### config.mk
export PLATFORM = sky130hd
export DESIGN_NAME = tiger_mem_arbiter
export DESIGN_NICKNAME = d
export VERILOG_FILES = /design/src/rtl/tiger_defs.sv /design/src/rtl/tiger_sat_counter.sv /design/src/rtl/tiger_mem_arbiter.sv
export SDC_FILE = /design/constraint.sdc
export NUM_CORES = 1
export LEC_CHECK = 0
export CELL_PAD_IN_SITES_DETAIL_PLACEMENT = 1
export CELL_PAD_IN_SITES_GLOBAL_PLACEMENT = 1
export CORE_ASPECT_RATIO = 1.1
export CORE_MARGIN = 1.5
export CORE_UTILIZATION = 18
export DETAILED_ROUTE_END_ITERATION = 7
export PLACE_DENSITY = 0.93
export SETUP_SLACK_MARGIN = 0.05
export SLEW_MARGIN = 20
export SYNTH_ARGS = -nofsm -noshare
export SYNTH_HDL_FRONTEND = slang
export SYNTH_SLANG_ARGS = --single-unit
### constraint.sdc
create_clock -name clk -period 3.3 [get_ports clk]
set_clock_uncertainty 0.15 [all_clocks]
set_input_delay 0.66 -clock clk [delete_from_list [all_inputs] [get_ports clk]]
set_output_delay 0.66 -clock clk [all_outputs]
set_load 0.02 [all_outputs]
### src/rtl/tiger_defs.sv
// tiger_defs: shared state encoding and defaults for the tiger memory arbiter.
package tiger_defs;

    localparam int ADDR_W_DEFAULT = 32;

    localparam logic [2:0] ST_IDLE    = 3'd0;
    localparam logic [2:0] ST_I_REQ   = 3'd1;
    localparam logic [2:0] ST_I_WAIT  = 3'd2;
    localparam logic [2:0] ST_D_REQ   = 3'd3;
    localparam logic [2:0] ST_D_WAIT  = 3'd4;
    localparam logic [2:0] ST_D_WRITE = 3'd5;

    typedef enum logic [2:0] {
        IDLE    = ST_IDLE,
        I_REQ   = ST_I_REQ,
        I_WAIT  = ST_I_WAIT,
        D_REQ   = ST_D_REQ,
        D_WAIT  = ST_D_WAIT,
        D_WRITE = ST_D_WRITE
    } state_t;

    function automatic logic is_data(state_t s);
        return s inside {D_REQ, D_WAIT, D_WRITE};
    endfunction

endpackage

### src/rtl/tiger_sat_counter.sv
// tiger_sat_counter: event counter that sticks at all-ones instead of wrapping.
module tiger_sat_counter #(
    parameter int W = 16
) (
    input  logic         clk,
    input  logic         reset_n,
    input  logic         inc_i,
    output logic [W-1:0] count_o
);

    logic [W-1:0] cnt_q, cnt_d;

    always_comb cnt_d = (inc_i && cnt_q != '1) ? cnt_q + 1'b1 : cnt_q;

    always_ff @(posedge clk or negedge reset_n)
        if (!reset_n) cnt_q <= '0;
        else          cnt_q <= cnt_d;

    assign count_o = cnt_q;

endmodule

### src/rtl/tiger_mem_arbiter.sv
// tiger_mem_arbiter: shares one memory port between instruction and data caches,
// one transaction in flight, fair alternation unless a checkpoint forces data priority.
module tiger_mem_arbiter
    import tiger_defs::*;
#(
    parameter int ADDR_W = ADDR_W_DEFAULT
) (
    input  logic              clk,
    input  logic              reset_n,
    input  logic              i_read,
    input  logic [ADDR_W-1:0] i_address,
    output logic [31:0]       i_readdata,
    output logic              i_waitrequest,
    output logic              i_readdatavalid,
    input  logic              d_read,
    input  logic              d_write,
    input  logic [ADDR_W-1:0] d_address,
    input  logic [31:0]       d_writedata,
    input  logic [3:0]        d_byteenable,
    output logic [31:0]       d_readdata,
    output logic              d_waitrequest,
    output logic              d_readdatavalid,
    input  logic              checkpointing,
    output logic              m_read,
    output logic              m_write,
    output logic [ADDR_W-1:0] m_address,
    output logic [31:0]       m_writedata,
    output logic [3:0]        m_byteenable,
    input  logic [31:0]       m_readdata,
    input  logic              m_waitrequest,
    input  logic              m_readdatavalid,
    output logic [15:0]       conflict_count
);

    state_t state_q;
    logic   last_d_q, m_read_q, m_write_q;
    logic   d_req, grant_d, data_sel;

    assign d_req   = d_read | d_write;
    // last_d_q low means instruction was served last, so data wins a tie
    assign grant_d = d_req && (checkpointing || !i_read || !last_d_q);

    always_ff @(posedge clk or negedge reset_n) begin
        if (!reset_n) begin
            state_q   <= IDLE;
            last_d_q  <= 1'b0;
            m_read_q  <= 1'b0;
            m_write_q <= 1'b0;
        end else begin
            case (state_q)
                IDLE: begin
                    if (grant_d) begin
                        state_q   <= d_write ? D_WRITE : D_REQ;
                        last_d_q  <= 1'b1;
                        m_read_q  <= !d_write;
                        m_write_q <= d_write;
                    end else if (i_read) begin
                        state_q  <= I_REQ;
                        last_d_q <= 1'b0;
                        m_read_q <= 1'b1;
                    end
                end
                I_REQ: if (!m_waitrequest) begin
                    state_q  <= I_WAIT;
                    m_read_q <= 1'b0;
                end
                D_REQ: if (!m_waitrequest) begin
                    state_q  <= D_WAIT;
                    m_read_q <= 1'b0;
                end
                D_WRITE: if (!m_waitrequest) begin
                    state_q   <= IDLE;
                    m_write_q <= 1'b0;
                end
                I_WAIT, D_WAIT: if (m_readdatavalid) state_q <= IDLE;
                default: begin
                    state_q   <= IDLE;
                    m_read_q  <= 1'b0;
                    m_write_q <= 1'b0;
                end
            endcase
        end
    end

    assign data_sel     = is_data(state_q);
    assign m_read       = m_read_q;
    assign m_write      = m_write_q;
    assign m_address    = data_sel ? d_address : i_address;
    assign m_writedata  = d_writedata;
    assign m_byteenable = data_sel ? d_byteenable : 4'hF;

    assign i_waitrequest = (state_q == I_REQ) ? m_waitrequest : i_read;
    assign d_waitrequest = (state_q == D_REQ || state_q == D_WRITE) ? m_waitrequest : d_req;

    assign i_readdata      = m_readdata;
    assign d_readdata      = m_readdata;
    assign i_readdatavalid = (state_q == I_WAIT) && m_readdatavalid;
    assign d_readdatavalid = (state_q == D_WAIT) && m_readdatavalid;

    tiger_sat_counter #(.W(16)) u_cnt (
        .clk     (clk),
        .reset_n (reset_n),
        .inc_i   (state_q == IDLE && i_read && d_req),
        .count_o (conflict_count)
    );

endmodule

# Word-level counts from Yosys, hierarchy flattened
# Cells that the tools add are included.
# classes
add_sub_neg	1
n_eq_ne	13
mux	20
bitwise_logic	3
reduce_logical	23
# ops
op	n
32-bit 2-to-1 mux	1
3-bit 2-to-1 mux	7
16-bit by 1-bit adder with 16-bit output, second input constant	1
16-bit != test, second input constant	1
3-bit case mux with 5 select lines	1
2-bit != test, second input constant	6
1-bit 2-to-1 mux	8
3-bit by 2-bit equality test with 1-bit output, second input constant	2
3-bit equality test, second input constant	2
1-bit logical AND	6
1-bit case mux with 3 select lines	2
3-bit AND reduction	2
5-bit AND reduction	1
4-bit 2-to-1 mux	1
2-bit OR reduction	2
4-bit OR reduction	1
3-bit by 1-bit equality test with 1-bit output, second input constant	1
1-bit zero test	3
3-bit zero test	1
1-bit logical OR	3
3-bit != test, second input constant	1
3-bit nonzero test	1
3-bit OR reduction	1
1-bit NOT	2
other kinds (3)	3
# word_totals
regBits	22
inputBits	140
out_inout_bits	154
wordCells	65

# Logic depth before layout (Yosys ltp)
# Gate-level depths: netlist of run 1.
# depth
word_depth	6
depth_mapped	6
ltp_nobuf	5

# Hierarchy
# Synthesis of run 1 repeated with hierarchy kept, for this count alone.
# hier_totals
cells_unflattened	263
hier_area_um2	2486.1
# by_module_without_submodules
mod	n_inst	cells_per_inst	area_each_um2	seq_area_each_um2
tiger_mem_arbiter	1	191	1626.6	150.1
tiger_sat_counter	1	72	859.6	400.4

# Least setup slack after synthesis of run 1
# OpenSTA, ideal clock, no wires.
# synth_timing
path_type	reg2out
start	register state_q[2]
end	output port m_address[10]
arrival_ns	1.589
t_required_ns	2.490
path_slack_ns	0.901
stages_incl_launch_ff	7
path_buffers	3
cell_sequence	dfrtp_1 buf_2 nor2b_1 a21o_1 buf_2 buf_2 mux2_2
# synth_between
elab_chain_len	3
elab_cells_between_ends	5
classes_between	eq/ne (3); mux (1); reduce/logical (1)
# synth_lines
item	line_no	rtl
start, declared	tiger_mem_arbiter.sv:35	state_t state_q;
start signal, assigned	tiger_mem_arbiter.sv:53	state_q <= d_write ? D_WRITE : D_REQ;
3-bit by 2-bit equality test with 1-bit output or 3-bit equality test (tied branches)	tiger_defs.sv:23	return s inside {D_REQ, D_WAIT, D_WRITE};
3-bit nonzero test (*)	tiger_defs.sv:23	
32-bit 2-to-1 mux (*)	tiger_mem_arbiter.sv:88	assign m_address = data_sel ? d_address : i_address;
end, declared	tiger_mem_arbiter.sv:26	output logic [ADDR_W-1:0] m_address,
# Every way passes the cells marked *; elsewhere a longest branch is shown, timed or not.

# Worst setup path in the final report of run 1
# layout_timing
start	register state_q[2]
end	output port m_address[7]
# The elaborated chain is that of the path after synthesis.

==> run_results.csv, run 1 <==
group,metric,value,unit
status,status,"completed",
critical_path,path_max_fanout,26,
timing,tightest_slew,0.5296,ns
synthesis,yosys.area_share.simple,0.1657,
global_routing,grt_pass1_wl,12.77,mm
floorplan,coreArea,0.01310,mm²
timing,hold_violations,0,
critical_path,arrival,2.31,ns
min_path,hp-class,"input pin to async pin",
global_routing,antenna_found_initial,0,
critical_path,crit_required,2.49,ns
pwr,total_leakage_power,0.001337,µW
placed_design,place_hpwl,7.965,mm
timing,fin_tns_setup,0,ns
synthesis,synth_cell_types,36,
critical_path,crit_path_end_kind,"output pin",
cells_and_area,fillers,1498,
cells_and_area,final_util,0.2573,
global_routing,grt_start_max_net_pins,27,
synthesis,synth_top_family_by_area,"buffers and inverters",
pwr,p_sw,914.5,µW
synthesis,syn-num-nets,401,
floorplan,initial_core_util,0.1827,
cells_and_area,stdcell_area,0.003371,mm²
route,viasPerCell,4.194,
clock_network,cts_root_buf,"clkbuf_16",
global_routing,gr-total-overflow,0,
cells_and_area,num-nets-final,445,
route,num_vias,1946,
run,cap_violations,0,
pwr,power.internal,1362,µW
timing,slew_violations,0,
synthesis,syn-instance-count,260,
synthesis,synth_seq_cells,22,
clock_network,clk_pin_slew,0.07,ns
synthesis,synth_common_cells,"96 x buf_4, 37 x mux2_2, 22 x dfrtp_1",
route,totalWireLength,9.075,mm
timing,post-route-min-period,3.121,ns
placed_design,gp_congestion,0.8203,
synthesis,synth_edf_count,0,
cells_and_area,drive_gt1_frac,0.1914,
floorplan,pin_count,294,
pwr,pwr-share-seq,0.181,
timing,setup_ws,0.1790,ns
clock_network,htree_levels,1,
placed_design,placed_cell_area,0.003252,mm²
timing,grt_setup_unrepaired,"false",
placed_design,pre_cts_slack,0.2080,ns
cells_and_area,n_antenna_cell,0,
pwr,pwr-share-clk,0.154,
synthesis,yosysWarnings,0,
synthesis,ys.flop_type,"dfrtp_1",
route,avgRoutedWirePerCell,19.56,µm
clock_network,clk_latency,0.26,ns
global_routing,grt.total_usage,0.1229,
pwr,comb_power_share,0.665,
route,drt_iter0_markers,129,
synthesis,synth_area_leaders,"buf_4 30%, dfrtp_1 23%, mux2_2 17%, xnor2_1 4.0%, nand4_1 2.4%",
synthesis,synth_seq_area_share,0.2300,
clock_network,clockBufferDepth,2,
pwr,power,2277,µW
cells_and_area,syn_to_final_growth,40.83,%
placed_design,port_buffers,133,
pwr,swShare,0.4016,
timing,final.period_utilization,0.9458,
global_routing,grt_pass1_vias,2070,
floorplan,placementRows,44,
clock_network,cts_hold_buf,0,
synthesis,synth_compound_area_frac,0.06168,
pwr,power.density,675.5,mW/mm²
synthesis,syn_area,0.002394,mm²
floorplan,die_h,123.9,µm
clock_network,cts_sinks,22,
synthesis,synth_xor_area_frac,0.04025,
route,firstDrtPassIters,4,
route,route.detailed.drc,0,
floorplan,die_x,113.0,µm
timing,fmax,320.4,MHz
synthesis,post-synth-top-area-cell,"buf_4",
timing,relSlewSlack,0.6469,
synthesis,yosysMostFrequentCell,"buf_4",
synthesis,yosysTopAreaCellShare,0.3011,
pwr,ir_drop,0.0002581,V
floorplan,dieArea,0.01400,mm²
synthesis,async_reset_ff_frac,1.000,
critical_path,critPathKind,"flip-flop to output pin",
timing,final-setup-viol-count,0,
synthesis,syn_avg_cell_area,9.206,µm²
synthesis,synthMuxAreaShare,0.1788,
critical_path,cp-start-kind,"flip-flop",
clock_network,numCtsBuffers,3,
route,detail-route-antenna-nets,0,
clock_network,cts_tree,"built",
synthesis,synthAdderAreaFrac,0.005227,
==> metrics by stage <==
step,hold slack [ns],std cells
2_1_floorplan,0.2144,260
3_3_place_gp,0.3311,460
3_5_place_dp,0.3357,460
4_1_cts,0.3457,464
5_1_grt,0.2657,464
6_report,0.2263,464
==> registers in the layout (all words and copies together), names as in the netlist <==
register,count
m_read,1
m_write,1
state_q,3
u_cnt.count_o,16
last_d_q,1
==> final timing paths <==
kind | slack [ns] | start | cells past startpoint | end
min in group clk | 0.34 | u_cnt.count_o[11]$_DFFE_PN0P_ | 1 | u_cnt.count_o[11]$_DFFE_PN0P_
setup / recovery | 0.18 | state_q[2]$_DFFE_PN0P_ | 5 | m_address[7]
hold / removal | 0.23 | reset_n | 1 | u_cnt.count_o[10]$_DFFE_PN0P_
hold reg to reg | 0.34 | u_cnt.count_o[11]$_DFFE_PN0P_ | 1 | u_cnt.count_o[11]$_DFFE_PN0P_
setup reg to reg | 1.14 | state_q[1]$_DFFE_PN0P_ | 5 | u_cnt.count_o[15]$_DFFE_PN0P_
max in group asynchronous | 2.39 | reset_n | 1 | state_q[2]$_DFFE_PN0P_
==> layout by cell type, fill, tap and decap left out, types with 2 or more instances in the layout <==
| cell | n |
|---|---|
| inv_1 | 2 |
| a31oi_1 | 3 |
| xnor2_1 | 11 |
| o211ai_1 | 2 |
| nand3_1 | 7 |
| and4_1 | 4 |
| dlymetal6s2s_1 | 7 |
| a21o_1 | 2 |
| clkdlybuf4s50_1 | 125 |
| nand2b_1 | 4 |
| nand2_1 | 11 |
| nor2_1 | 6 |
| nor3_1 | 4 |
| o21ai_0 | 3 |
| and3_1 | 3 |
| dfrtp_1 | 21 |
| nand4_1 | 9 |
| mux2_2 | 37 |
| buf_4 | 8 |
| nor2b_1 | 6 |
| and2_1 | 4 |
| a21oi_1 | 3 |
| clkbuf_16 | 3 |
==> cell type report <==
type	instances	area [µm²]	share of cell area
well taps	161	201.4	0.05976
repair buffers	142	1424	0.4224
inverters	2	7.507	0.002227
multi-input cells	133	1081	0.3207
clock inverters	1	30.03	0.008909
flip-flops and latches	22	551.8	0.1637
clock buffers	3	75.07	0.02227
==> cells by family (layout without fill, tap and decap cells) <==
| group | after synthesis | in the layout |
|---|---|---|
| fa+ha+maj | 1 | 1 |
| xor+xnor | 11 | 11 |
| flops | 22 | 22 |
| buf+inv | 105 | 148 |
| simple gates | 64 | 64 |
| mux | 38 | 38 |
| compound gates | 19 | 19 |
==> power groups by stage <==
stage	Clock, µW	Sequential (µW)	Combinational [µW]
after floorplan	0	442	977
after global placement	0	411	1520
after detailed placement	0	417	1540
after CTS	358	413	1550
after global routing	368	426	1630
final	350	413	1510
==> per-layer routing <==
layer / vias to the layer above / wire length (µm) / track usage
met3: 17 / 1370 / 0.08662
met2: 143 / 4531 / 0.2161
li1: 887 / - / -
met4: 0 / 132 / 0.02344
met1: 899 / 3041 / 0.1202
met5: - / 0 / 0
==> worst max-delay path: stages (launching register included) <==
cell and delay (ns):
dfrtp_2 0.47, nor2b_1 0.20, a21o_1 0.24, buf_12 0.21, mux2_2 0.34, clkdlybuf4s50_1 0.58
==> repair_timing <==
action                     CTS  global route
pin swaps                    0             1
gates resized for setup      1             7
setup endpoints to repair    2            11
buffers inserted             0             0
Power figures use the tool's default switching activity.
==> run 2: changes to the inputs <==
- CORE_AREA: unset -> 2 2 113 115
- CORE_ASPECT_RATIO: 1.1 -> unset
- CORE_MARGIN: 1.5 -> unset
- CORE_UTILIZATION: 18 -> unset
- DIE_AREA: unset -> 0 0 115 117
- DONT_BUFFER_PORTS: unset -> 1
- PLACE_DENSITY: 0.93 -> 0.51
- REMOVE_ABC_BUFFERS: unset -> 1
==> run 2 against run 1 <==
Compared with the run above:
- hold slack worse by 0.17 ns
- non-clock buffer count is 136 lower
- maximum frequency is 7.4% higher
- clock power hardly changed
- critical path depth is 1 lower
- utilization is 9.6 points lower
- global-route usage is 7.5 points higher
- sequential power is 25% higher
- cell count is 32% lower
- routed wire length is 55% higher
- first-iteration DRC count is 43% lower
- die area is 3.9% lower
- critical path type unchanged
- largest cell class is now multi-input gates
==> run_results.csv, run 2 (synthesis results as in run 1) <==
group,metric,value,unit
timing,grt_setup_unrepaired,"false",
clock_network,clk_pin_slew,0.06,ns
clock_network,cts_sinks,22,
timing,fin_tns_setup,0,ns
floorplan,die_x,115,µm
timing,hold_violations,0,
critical_path,cpMaxStageDelayCell,"dfrtp_1",
pwr,power.density,888.5,mW/mm²
pwr,total_leakage_power,0.0007427,µW
placed_design,pre_cts_slack,0.6924,ns
cells_and_area,n_antenna_cell,0,
clock_network,clk_latency,0.26,ns
floorplan,initial_core_util,0.1944,
cells_and_area,mostFrequentLayoutCells,"37 x mux2_2, 22 x dfrtp_1, 11 x nand2_1, 11 x xnor2_1, 9 x nand4_1",
timing,final.period_utilization,0.8804,
cells_and_area,stdcell_area,0.001989,mm²
run,cap_violations,0,
global_routing,grt_start_max_net_pins,37,
timing,post-route-min-period,2.905,ns
critical_path,cp-start-kind,"flip-flop",
placed_design,port_buffers,0,
min_path,hp-class,"input pin to async pin",
critical_path,crit_path_end_kind,"output pin",
clock_network,cts_tree,"built",
cells_and_area,num-nets-final,309,
timing,tightest_slew,0.8508,ns
route,drt_iter0_markers,73,
placed_design,gp_congestion,0.8616,
route,num_vias,1586,
critical_path,critPathMaxStageDelay,0.62,ns
route,totalWireLength,14.06,mm
placed_design,placed_cell_area,0.001864,mm²
critical_path,crit_required,2.49,ns
global_routing,gr-total-overflow,0,
floorplan,pin_count,294,
critical_path,arrival,2.10,ns
global_routing,grt.total_usage,0.1981,
clock_network,clockBufferDepth,2,
floorplan,placementRows,41,
timing,final-setup-viol-count,0,
critical_path,cp_cell_sequence,"nor2b_1 -> a21o_1 -> buf_4 -> mux2_2",
global_routing,grt_pass1_wl,17.33,mm
floorplan,coreArea,0.01231,mm²
cells_and_area,final_util,0.1616,
route,viasPerCell,5.003,
cells_and_area,syn_to_final_growth,-16.88,%
clock_network,post_cts_buffers,0,
route,detail-route-antenna-nets,0,
placed_design,place_hpwl,12.70,mm
global_routing,antenna_found_initial,0,
cells_and_area,largest_register_ffs,16,
pwr,ir_drop,0.0004486,V
timing,slew_violations,0,
floorplan,die_h,117,µm
route,route.detailed.drc,0,
route,avgRoutedWirePerCell,44.34,µm
critical_path,critPathTopFamily,"flip-flops",
clock_network,htree_levels,1,
clock_network,cts-resized-gates,0,
timing,fmax,344.2,MHz
global_routing,grt_pass1_vias,1657,
floorplan,dieArea,0.01346,mm²
clock_network,cts_root_buf,"clkbuf_16",
cells_and_area,final_common_cell,"mux2_2",
route,firstDrtPassIters,4,
clock_network,numCtsBuffers,3,
critical_path,critPathKind,"flip-flop to output pin",
timing,setup_ws,0.3946,ns
critical_path,path_buf_inv,1,
status,status,"completed",
critical_path,path_max_fanout,36,
cells_and_area,drive_gt1_frac,0.3174,
timing,relSlewSlack,0.4268,
pwr,power,1768,µW
## run 2: path summary, 6_finish.rpt
path | startpoint | slack, ns | cells past startpoint | to
worst min-delay path | reset_n | 0.06 | 1 | u_cnt.count_o[13]$_DFFE_PN0P_
max in group asynchronous | reset_n | 2.79 | 1 | m_read$_DFFE_PN0P_
worst min register to register | last_d_q$_DFFE_PN0P_ | 0.36 | 1 | last_d_q$_DFFE_PN0P_
worst max register to register | state_q[1]$_DFFE_PN0P_ | 1.04 | 4 | u_cnt.count_o[1]$_DFFE_PN0P_
min in group clk | last_d_q$_DFFE_PN0P_ | 0.36 | 1 | last_d_q$_DFFE_PN0P_
worst max-delay path | state_q[1]$_DFFE_PN0P_ | 0.39 | 4 | m_address[27]
## run 2: metal layers
metal,vias up,share of wire,global-route usage
met5,-,0,0
met2,267,0.49,0.3525
met3,4,0.27,0.2379
li1,616,-,-
met1,699,0.24,0.1406
met4,0,0.0012,0.009639
## run 2: area by class of cell
class                   count  area, µm²
repair buffers              6      57.56
inverters                   2      7.507
multi-input cells         133       1081
clock inverters             1      30.03
clock buffers               3      75.07
flip-flops and latches     22      550.5
fillers                  1442      10320
well taps                 150      187.7
## run 2: repair_timing
action | CTS | global route
hold endpoints to repair | 22 | 0
endpoints found under the setup margin | 0 | 0
hold buffers | 1 | 0
## run 2: power by group
part / internal [µW] / switching, µW
logic: 362 / 542
clock network: 241 / 108
registers: 332 / 183
## run 2: per-stage QoR
step,std cells,hold slack [ns]
after floorplan,157,0.2144
after global placement,312,0.2149
after detailed placement,312,0.2150
after CTS,317,0.05987
after global routing,317,0.05388
final,317,0.05945
## run 2: worst register-to-register path, stage by stage (launching register included)
cell     delay [ns]
dfrtp_1        0.54
or3_4          0.51
nor2_1         0.47
nand2_1        0.18
mux2_2         0.30
==> run 3: changes to the inputs <==
- MAX_ROUTING_LAYER: unset -> met4
==> run 3 against run 2 <==
Compared with the run above:
- first-iteration DRC count fell by 2.7%
- register-to-register slack barely moved
- non-clock buffer count did not move
- routed wire length rose by 0.30%
- utilization did not move
- die area did not move
- hold slack got worse by 0.0038 ns
- combinational power barely moved
- cell count did not move
- total power rose by 0.16%
- highest routed layer unchanged
- flip-flop and latch count did not move
- global-route usage rose by 0.54 points
==> run_results.csv, run 3 (synthesis results as in run 1) <==
group,metric,value,unit
status,status,"completed",
route,firstDrtPassIters,4,
route,viasPerCell,5.069,
route,totalWireLength,14.10,mm
placed_design,placed_cell_area,0.001864,mm²
cells_and_area,syn_to_final_growth,-16.88,%
placed_design,dp.cells,312,
cells_and_area,n_antenna_cell,0,
timing,fin_tns_setup,0,ns
pwr,power.density,889.9,mW/mm²
global_routing,grt.total_usage,0.2035,
placed_design,gp_congestion,0.8756,
clock_network,cts_root_buf,"clkbuf_16",
route,drt_iter0_markers,71,
timing,post-route-min-period,2.904,ns
route,route.detailed.drc,0,
timing,tightest_slew,0.8447,ns
route,avgRoutedWirePerCell,44.47,µm
route,detail-route-antenna-nets,0,
floorplan,placementRows,41,
route,num_vias,1607,
floorplan,die_h,117,µm
critical_path,crit_path_end_kind,"output pin",
clock_network,cts_sinks,22,
clock_network,clockBufferDepth,2,
cells_and_area,seq_area,550.5,µm²
timing,slew_violations,0,
pwr,power,1770,µW
placed_design,place_hpwl,12.70,mm
min_path,hp-class,"input pin to async pin",
critical_path,path_max_fanout,36,
cells_and_area,drive_gt1_frac,0.3174,
floorplan,dieArea,0.01346,mm²
floorplan,coreArea,0.01231,mm²
cells_and_area,fillers,1442,
pwr,ir_drop,0.0004486,V
global_routing,grt_pass1_wl,17.27,mm
clock_network,htree_levels,1,
timing,final-setup-viol-count,0,
clock_network,clk_pin_slew,0.07,ns
global_routing,antenna_found_initial,0,
global_routing,grt_start_max_net_pins,37,
timing,hold_violations,0,
placed_design,port_buffers,0,
timing,relSlewSlack,0.4309,
critical_path,rr_worst_depth,4,
cells_and_area,largest_register_ffs,16,
floorplan,initial_core_util,0.1944,
global_routing,grt_pass1_vias,1658,
clock_network,numCtsBuffers,3,
cells_and_area,layoutNonFillerInstCount,317,
run,cap_violations,0,
cells_and_area,stdcell_area,0.001989,mm²
timing,grt_setup_unrepaired,"false",
cells_and_area,num-nets-final,309,
cells_and_area,multi_input_area,0.001081,mm²
clock_network,cts_tree,"built",
cells_and_area,mostFrequentLayoutCells,"37 x mux2_2, 22 x dfrtp_1, 11 x nand2_1, 11 x xnor2_1, 9 x nand4_1",
critical_path,critPathKind,"flip-flop to output pin",
cells_and_area,final_common_cell,"mux2_2",
critical_path,cp-start-kind,"flip-flop",
clock_network,post_cts_buffers,0,
pwr,total_leakage_power,0.0007427,µW
clock_network,clk_latency,0.26,ns
floorplan,pin_count,294,
global_routing,gr-total-overflow,0,
critical_path,crit_required,2.49,ns
critical_path,arrival,2.09,ns
floorplan,die_x,115,µm
timing,fmax,344.4,MHz
timing,final.period_utilization,0.8800,
run 3: per-stage QoR:
| step | utilization | hold WS (ns) | setup WS [ns] |
|---|---|---|---|
| global route | 0.1616 | 0.05388 | 0.2792 |
| floorplan | - | 0.2144 | 0.4948 |
| detailed placement | 0.1514 | 0.2150 | 0.6924 |
| finish | 0.1616 | 0.05564 | 0.3961 |
| global placement | 0.1514 | 0.2149 | 0.7405 |
| CTS | 0.1616 | 0.05987 | 0.4123 |
run 3: what timing repair did:
item                                    in CTS  in global routing
hold buffers                                 1                  0
resized for setup                            0                  0
endpoints found under the setup margin       0                  0
hold endpoints to repair                    22                  0
run 3: critical path, cell delays in order, from the launching register on:
cell	delay, ns
dfrtp_1	0.62
nor2b_1	0.25
a21o_1	0.14
buf_4	0.36
mux2_2	0.46
run 3: routing by layer:
metal	routed length, µm	track usage	vias up	part of all wire
met5	0	-	-	0
met4	15	0.009639	0	0.0011
met3	3810	0.2333	2	0.27
met2	6881	0.3514	281	0.49
met1	3389	0.1428	711	0.24
li1	-	-	613	-
run 3: final timing paths:
kind	from	endpoint	slack, ns
worst max-delay path	state_q[1]$_DFFE_PN0P_	m_address[2]	0.40
worst min-delay path	reset_n	u_cnt.count_o[13]$_DFFE_PN0P_	0.06
worst max register to register	state_q[1]$_DFFE_PN0P_	u_cnt.count_o[1]$_DFFE_PN0P_	1.04
worst min register to register	last_d_q$_DFFE_PN0P_	last_d_q$_DFFE_PN0P_	0.36
max in group asynchronous	reset_n	m_read$_DFFE_PN0P_	2.79
min in group clk	last_d_q$_DFFE_PN0P_	last_d_q$_DFFE_PN0P_	0.36
run 3: where the power goes:
group          leakage, µW  total, µW  switching (µW)  internal [µW]
Sequential        0.000289        515             183            332
Clock            0.0000511        353             112            241
Combinational     0.000402        903             541            362
run 3: cell type report:
class                      count  area share
multi-input combinational    133      0.5434
sequential                    22      0.2767
tap                          150     0.09434
clock buffer                   3     0.03774
timing repair buffer           6     0.02893
clock inverter                 1     0.01509
inverter                       2    0.003774
